`src/rtl/systolic_edge_feeder.sv`:
```
`default_nettype none
// ============================================================================
// Module   : systolic_edge_feeder
// Purpose  : Edge feeder for one side (A rows or B columns) of a systolic
//            array. Accepts one k-step beat of LANES operands per cycle and
//            emits each lane skewed by lane+1 cycles as {data, last}.
//            Optional macro FEEDER_BACK2BACK_EN lets a new tile be accepted
//            during the flush of the previous one.
// Revision : 1.0 - initial release
// ============================================================================
module systolic_edge_feeder #(
  parameter int LANES      = 4,
  parameter int DATA_WIDTH = 8,
  parameter int MAX_K      = 16
) (
  input  logic                          clk_i,
  input  logic                          rst_ni,
  input  logic                          in_valid_i,
  output logic                          in_ready_o,
  input  logic [LANES*DATA_WIDTH-1:0]   in_data_i,
  input  logic                          in_last_i,
  output logic [LANES*DATA_WIDTH-1:0]   lane_data_o,
  output logic [LANES-1:0]              lane_last_o,
  output logic                          busy_o,
  output logic                          err_o,
  output logic [$clog2(MAX_K+1)-1:0]    k_cnt_o
);

  localparam int              KW      = $clog2(MAX_K + 1);
  localparam int              FCW     = (LANES > 1) ? $clog2(LANES) : 1;
  localparam logic [KW-1:0]   K_LAST  = KW'(MAX_K - 1);
  localparam logic [FCW-1:0]  FC_INIT = FCW'(LANES - 1);

  typedef enum logic [1:0] {
    IDLE   = 2'd0,
    STREAM = 2'd1,
    FLUSH  = 2'd2
  } state_t;

  state_t          state;
  logic [FCW-1:0]  fc;
  logic [KW-1:0]   k_cnt;
  logic            err;
  logic            ready;
  logic            acc;
  logic            at_max;
  logic            eff_last;

  // The MAX_K-th beat of a tile always closes it, whatever in_last_i says.
  assign at_max   = (k_cnt == K_LAST);
  assign eff_last = in_last_i | at_max;

`ifdef FEEDER_BACK2BACK_EN
  assign ready = rst_ni;
`else
  assign ready = rst_ni & (state != FLUSH);
`endif

  assign acc = in_valid_i & ready;

  // Tile sequencing: beat counting, flush countdown and sticky overflow flag.
  // k_cnt is 0 in IDLE and FLUSH, so one accept rule covers every state.
  always_ff @(posedge clk_i) begin
    if (!rst_ni) begin
      state <= IDLE;
      fc    <= '0;
      k_cnt <= '0;
      err   <= 1'b0;
    end else begin
      if (acc && !in_last_i && at_max) begin
        err <= 1'b1;
      end
      if (acc) begin
        fc <= FC_INIT;
        if (eff_last) begin
          k_cnt <= '0;
          state <= (LANES == 1) ? IDLE : FLUSH;
        end else begin
          k_cnt <= k_cnt + KW'(1);
          state <= STREAM;
        end
      end else if (state == FLUSH) begin
        fc <= fc - FCW'(1);
        if (fc == FCW'(1)) begin
          state <= IDLE;
        end
      end
    end
  end

  // Per-lane skew chains; lane i is i+1 registers deep. Idle cycles inject
  // zero operands, which leave the PE accumulators untouched.
  for (genvar i = 0; i < LANES; i++) begin : g_lane
    logic [DATA_WIDTH:0] stg [0:i];

    // Shift every cycle; stage 0 captures the accepted operand or zero.
    always_ff @(posedge clk_i) begin
      if (!rst_ni) begin
        for (int s = 0; s <= i; s++) begin
          stg[s] <= '0;
        end
      end else begin
        stg[0] <= acc ? {in_data_i[i*DATA_WIDTH +: DATA_WIDTH], eff_last}
                      : '0;
        for (int s = 1; s <= i; s++) begin
          stg[s] <= stg[s-1];
        end
      end
    end

    assign lane_data_o[i*DATA_WIDTH +: DATA_WIDTH] = stg[i][DATA_WIDTH:1];
    assign lane_last_o[i]                          = stg[i][0];
  end : g_lane

  assign in_ready_o = ready;
  assign busy_o     = (state != IDLE);
  assign err_o      = err;
  assign k_cnt_o    = k_cnt;

endmodule : systolic_edge_feeder
`default_nettype wire
```
`config.mk`:
```
export PLATFORM = sky130hd
export DESIGN_NAME = systolic_edge_feeder
export DESIGN_NICKNAME = d
export VERILOG_FILES = /design/src/rtl/systolic_edge_feeder.sv
export SDC_FILE = /design/constraint.sdc
export NUM_CORES = 1
export LEC_CHECK = 0
export ABC_AREA = 0
export BUFFER_PORTS_ARGS = -buffer_cell sky130_fd_sc_hd__buf_2
export CORE_MARGIN = 2
export CORE_UTILIZATION = 50
export CTS_BUF_LIST = sky130_fd_sc_hd__clkbuf_8 sky130_fd_sc_hd__clkbuf_16
export CTS_CLUSTER_SIZE = 14
export DETAILED_ROUTE_END_ITERATION = 8
export PLACE_DENSITY = 0.86
export SLEW_MARGIN = 30
export SYNTH_ARGS = -nofsm -noshare
export SYNTH_HDL_FRONTEND = slang
export SYNTH_SLANG_ARGS = --single-unit
```
`constraint.sdc`:
```
create_clock -name clk_i -period 3.1 [get_ports clk_i]
set_input_delay 0.155 -clock clk_i [delete_from_list [all_inputs] [get_ports clk_i]]
set_output_delay 0.155 -clock clk_i [all_outputs]
set_load 0.005 [all_outputs]
```
# Word level (Yosys, flattened, before mapping)
# Memory sizes are Yosys's and may differ from the RTL's.
# Cells that the tools add are included.
dict set report totals {
  elab_cells 58
  ramBits 90
  regBits 10
  out_inout_bits 44
  memories 4
  inputBits 36
}
# memory depth word_bits rd rd_clocked_by_memory_dff wr line
set mem_list {}
lappend mem_list {{g_lane[3].stg} 4 9 4 0 4 94} ;# logic [DATA_WIDTH:0] stg [0:i];
lappend mem_list {{g_lane[2].stg} 3 9 3 0 3 94}
lappend mem_list {{g_lane[1].stg} 2 9 2 0 2 94}
lappend mem_list {{g_lane[0].stg} 1 9 1 0 1 94}
dict set report op_classes {
  eq_ne 4
  n_addsub 2
  bitwise_logic 12
  reduce_logical 8
  muxes 24
}
# op count
set op_table {}
lappend op_table {{$mux W9} 14}
lappend op_table {{$mux W2} 6}
lappend op_table {{$or A1 B1 Y1} 10}
lappend op_table {{$reduce_or A9 Y1} 1}
lappend op_table {{$reduce_bool A2 Y1} 3}
lappend op_table {{$add A5 B1 Y5 const B} 1}
lappend op_table {{$eq A5 B4 Y1 const B} 1}
lappend op_table {{$mux W5} 1}
lappend op_table {{$mux W1} 3}
lappend op_table {{$and A1 B1 Y1} 2}
lappend op_table {{$eq A2 B1 Y1 const B} 1}
lappend op_table {{$eq A2 B2 Y1 const B} 1}
lappend op_table {{$logic_and A1 B1 Y1} 2}
lappend op_table {{$ne A2 B2 Y1 const B} 1}
lappend op_table {{$reduce_and A2 Y1} 1}
lappend op_table {{$sub A2 B1 Y2 const B} 1}
lappend op_table {{$logic_not A1 Y1} 1}

# Logic depth before layout (Yosys ltp)
dict set report logic_depth {
  word_depth 5
  mapped_depth 6
  ltp_nobuf 6
}

# Least setup slack after synthesis
# No wires, ideal clock.
dict set report synth_timing {
  kind {register -> register}
  startpoint {register k_cnt[0] (netlist: k_cnt_o[0])}
  endpoint {register k_cnt[4] (netlist: k_cnt_o[4])}
  arrival_ns 1.762
  t_required_ns 3.029
  stages_incl_launch_ff 7
  path_buffers 0
  setup_ns 0.071
  path_slack_ns 1.268
  period_less_slack_ns 1.832
  cell_sequence {dfxtp_1 -> ha_1 -> and3_1 -> ha_1 -> or2_2 -> or4_1 -> a21oi_1}
}
dict set report synth_via {
  elab_chain_len 3
  word_cells_on_any_way 4
  classes_between {add/sub: 1; eq/ne: 1; mux: 1; bitwise: 1}
}
# item line
set synth_rtl {}
lappend synth_rtl {{from (decl)} 42} ;# logic [KW-1:0] k_cnt;
lappend synth_rtl {{from (signal assigned)} 79} ;# k_cnt <= k_cnt + KW'(1);
lappend synth_rtl {{parallel branches: the longest is 2 deep, another holds $add A5 B1 Y5} -}
lappend synth_rtl {{$mux W5 (*)} 75} ;# if (eff_last) begin
# Mark *: on every way between the ends.
# A chain may end at the register's enable or synchronous reset.

# Worst setup path after layout
# Ends and elaborated chain as after synthesis.

==> results.toml <==
[finish]
insertedDiodeCount = 0
drive_above_1_share_pct = 30.2
area_growth_pct = 23.3
num-fill-cells = 462
nets = 368

[timing]
maxSlewHeadroom_pct = 44.7
clock.fmax_ghz = 0.498
tightest_slew_ns = 0.828
skew_ns = 0.00886
min_period_over_period_pct = 64.8
fin_crit_ns = 2.01
hold_violations = 0
final-setup-viol-count = 0
rsz0062_at_grt = "false"
drv_slew = 0
setup_tns_ns = 0

[logic_synthesis]
synth_edf_count = 0
ys_types = 31
synth_area_sq_um = 2890
ys_warn_count = 0
synth_area_leaders = "dfxtp_1, and2_1, buf_4"
synth_commonest_cells = "dfxtp_1, and2_1, buf_4, clkbuf_1, a21oi_1"
postSynthAreaPerCell_sq_um = 11.4
synthArstFlopShare_pct = 0
synth_ff_type = "dfxtp_1"
synth_most_common_cell = "dfxtp_1"
netlist.area_leader.share_pct = 65.1
synth-seq-cells = 94
ys_seq_area_share_pct = 65.1
yosys.area.top_type = "dfxtp_1"
synthCells = 253
synth_nets = 292

[worst_setup_path]
start_kind = "register"
cp_max_fo = 6
cp.arrival_ns = 2.28
cp.required_ns = 3.37
crit_buf_inv = 0
worstSetupEndpointType = "register"
path_class = "reg2reg"
path_common_cell = "ha_1"
path_cells = "ha_1 -> and3_1 -> ha_1 -> or2_2 -> or4_1 -> a21oi_1"
cp_slowest_cell = "or4_1"
cp_top_family = "simple AND/OR/NAND/NOR gates"
slowest_delay_ns = 0.41

[floorplan]
pin_count = 80
die_w_um = 80.0
fp.dieH_um = 80.0
dieArea_sq_um = 6400
rows = 27
start_util_pct = 52.1
core_area_sq_um = 5540

[job]
maxCapViolCount = 0

[detailed_routing]
postRouteAntennaNets = 0
first_pass_iters = 4
route.detailed.wl_per_inst_um = 10.9
routed_wl_mm = 4.42
drt_iter0_drc = 58
vias_per_cell = 4.52
drc = 0
vias = 1837

[status]
outcome = "complete, no violations"

[clock_network]
numCtsBuffers = 9
path_clk_slew_ns = 0.09
root_buffer = "clkbuf_8"
cts_buffer_depth = 2
cts_tree = "done"
clk_latency_ns = 0.34
cts_resized = 0
clock_sinks = 94
htreeDepth = 3

[placement]
gp_congestion = 0.824
port_buffers = 79
hpwl_mm = 2.84

[global_routing]
grt_use_total_pct = 14.7
grt_max_degree = 57
grt_pass1_vias = 1714
grt_pass1_wl_mm = 7.07
antenna_found_initial = 0
overflow = 0

[worst_hold_path]
hp-class = "in2reg"

[power_and_ir_drop]
p_int_uw = 1730
switching_share_pct = 21.2
p_sw_uw = 465
p_total_uw = 2200
p_clk_share_pct = 37.6
p_per_area_nw_per_um2 = 617
vdd_drop_max_v = 0.000373
seq_power_share_pct = 57.1
pwr-share-comb_pct = 5.3
leakagePower_uw = 0.00167
[path summary, 6_finish.rpt]
path	slack, ns	depth (start not counted)	from	end
worst max register to register	1.09	6	k_cnt_o[0]$_SDFFE_PN0P_	k_cnt_o[4]$_SDFFE_PN0P_
worst min register to register	0.44	1	g_lane[2].stg[0][16]$_SDFF_PN0_	g_lane[2].stg[0][25]$_SDFF_PN0_
worst min-delay path	0.02	2	in_data_i[5]	g_lane[0].stg[0][6]$_SDFF_PN0_
worst max-delay path	1.09	6	k_cnt_o[0]$_SDFFE_PN0P_	k_cnt_o[4]$_SDFFE_PN0P_
[cell families after synthesis]
family | Yosys count | synth area share, %
flip-flops | 94 | 65.1
buffers and inverters | 35 | 7.15
AND/OR/NAND/NOR | 105 | 22.7
adder cells (fa/ha/maj) | 3 | 1.30
AO/OA/AOI/OAI | 16 | 3.77
[per-stage QoR]
stage	hold WS [ns]	instances	setup slack, ns	instance area, sq um	utilization (%)
3_5_place_dp	0.356	375	1.07	3190	57.7
5_1_grt	0.00592	406	0.974	3560	64.3
2_1_floorplan	0.277	253	1.27	2890	-
4_1_cts	0.0000897	405	1.10	3550	64.1
3_3_place_gp	0.354	375	1.11	3190	57.7
6_report	0.0164	406	1.09	3560	64.3
[placed cells by master (no fill, tap or decap), drive strengths merged, types with 3 or more instances in the layout]
cell	synthesis	final
buf	20	81
dlygate4sd3	0	14
ha	3	3
inv	5	7
nor2	3	3
clkbuf	10	11
a21oi	5	5
dfxtp	94	94
and2	83	83
nor3	5	5
[layout make-up]
cell class	count	area, sq um	share of cell area [%]
clock inverters	5	63.8	1.79
repair buffers	95	554	15.6
clock buffers	11	151	4.25
multi-input cells	124	801	22.5
well taps	72	90.1	2.53
flip-flops and latches	94	1880	52.8
inverters	5	18.8	0.527
[metal layers]
layer | vias up | wire length (um) | global-route usage [%]
met5 | - | 0 | 0
met4 | 0 | 72 | 7.80
met3 | 6 | 320 | 4.64
met2 | 76 | 2130 | 25.4
met1 | 814 | 1900 | 15.9
li1 | 941 | - | -
[worst reg2reg max path, stage by stage, from the launching register on]
cell and delay [ns]:
dfxtp_1 0.37, ha_1 0.25, and3_1 0.20, ha_1 0.23, or2_2 0.31, or4_1 0.41
a21oi_1 0.16
[sequential cells by signal, indices dropped and copies added (netlist names)]
| signal | count |
|---|---|
| state | 2 |
| k_cnt_o | 5 |
| g_lane.stg | 84 |
| err_o | 1 |
| fc | 2 |
[timing repair]
| item | in CTS | in global routing |
|---|---|---|
| endpoints found under the setup margin | 0 | 0 |
| endpoints found under the hold margin | 14 | 0 |
| setup buffers | 0 | 0 |
| hold buffers | 14 | 0 |
[power by group through the flow]
stage	clock [uW]	sequential, uW	combinational, uW
after floorplan	0	1280	63.5
after global placement	0	1280	98.7
after detailed placement	0	1280	102
after CTS	852	1250	116
after global routing	898	1260	132
final	825	1250	117
Note: power is estimated with default switching activity, not from simulation.
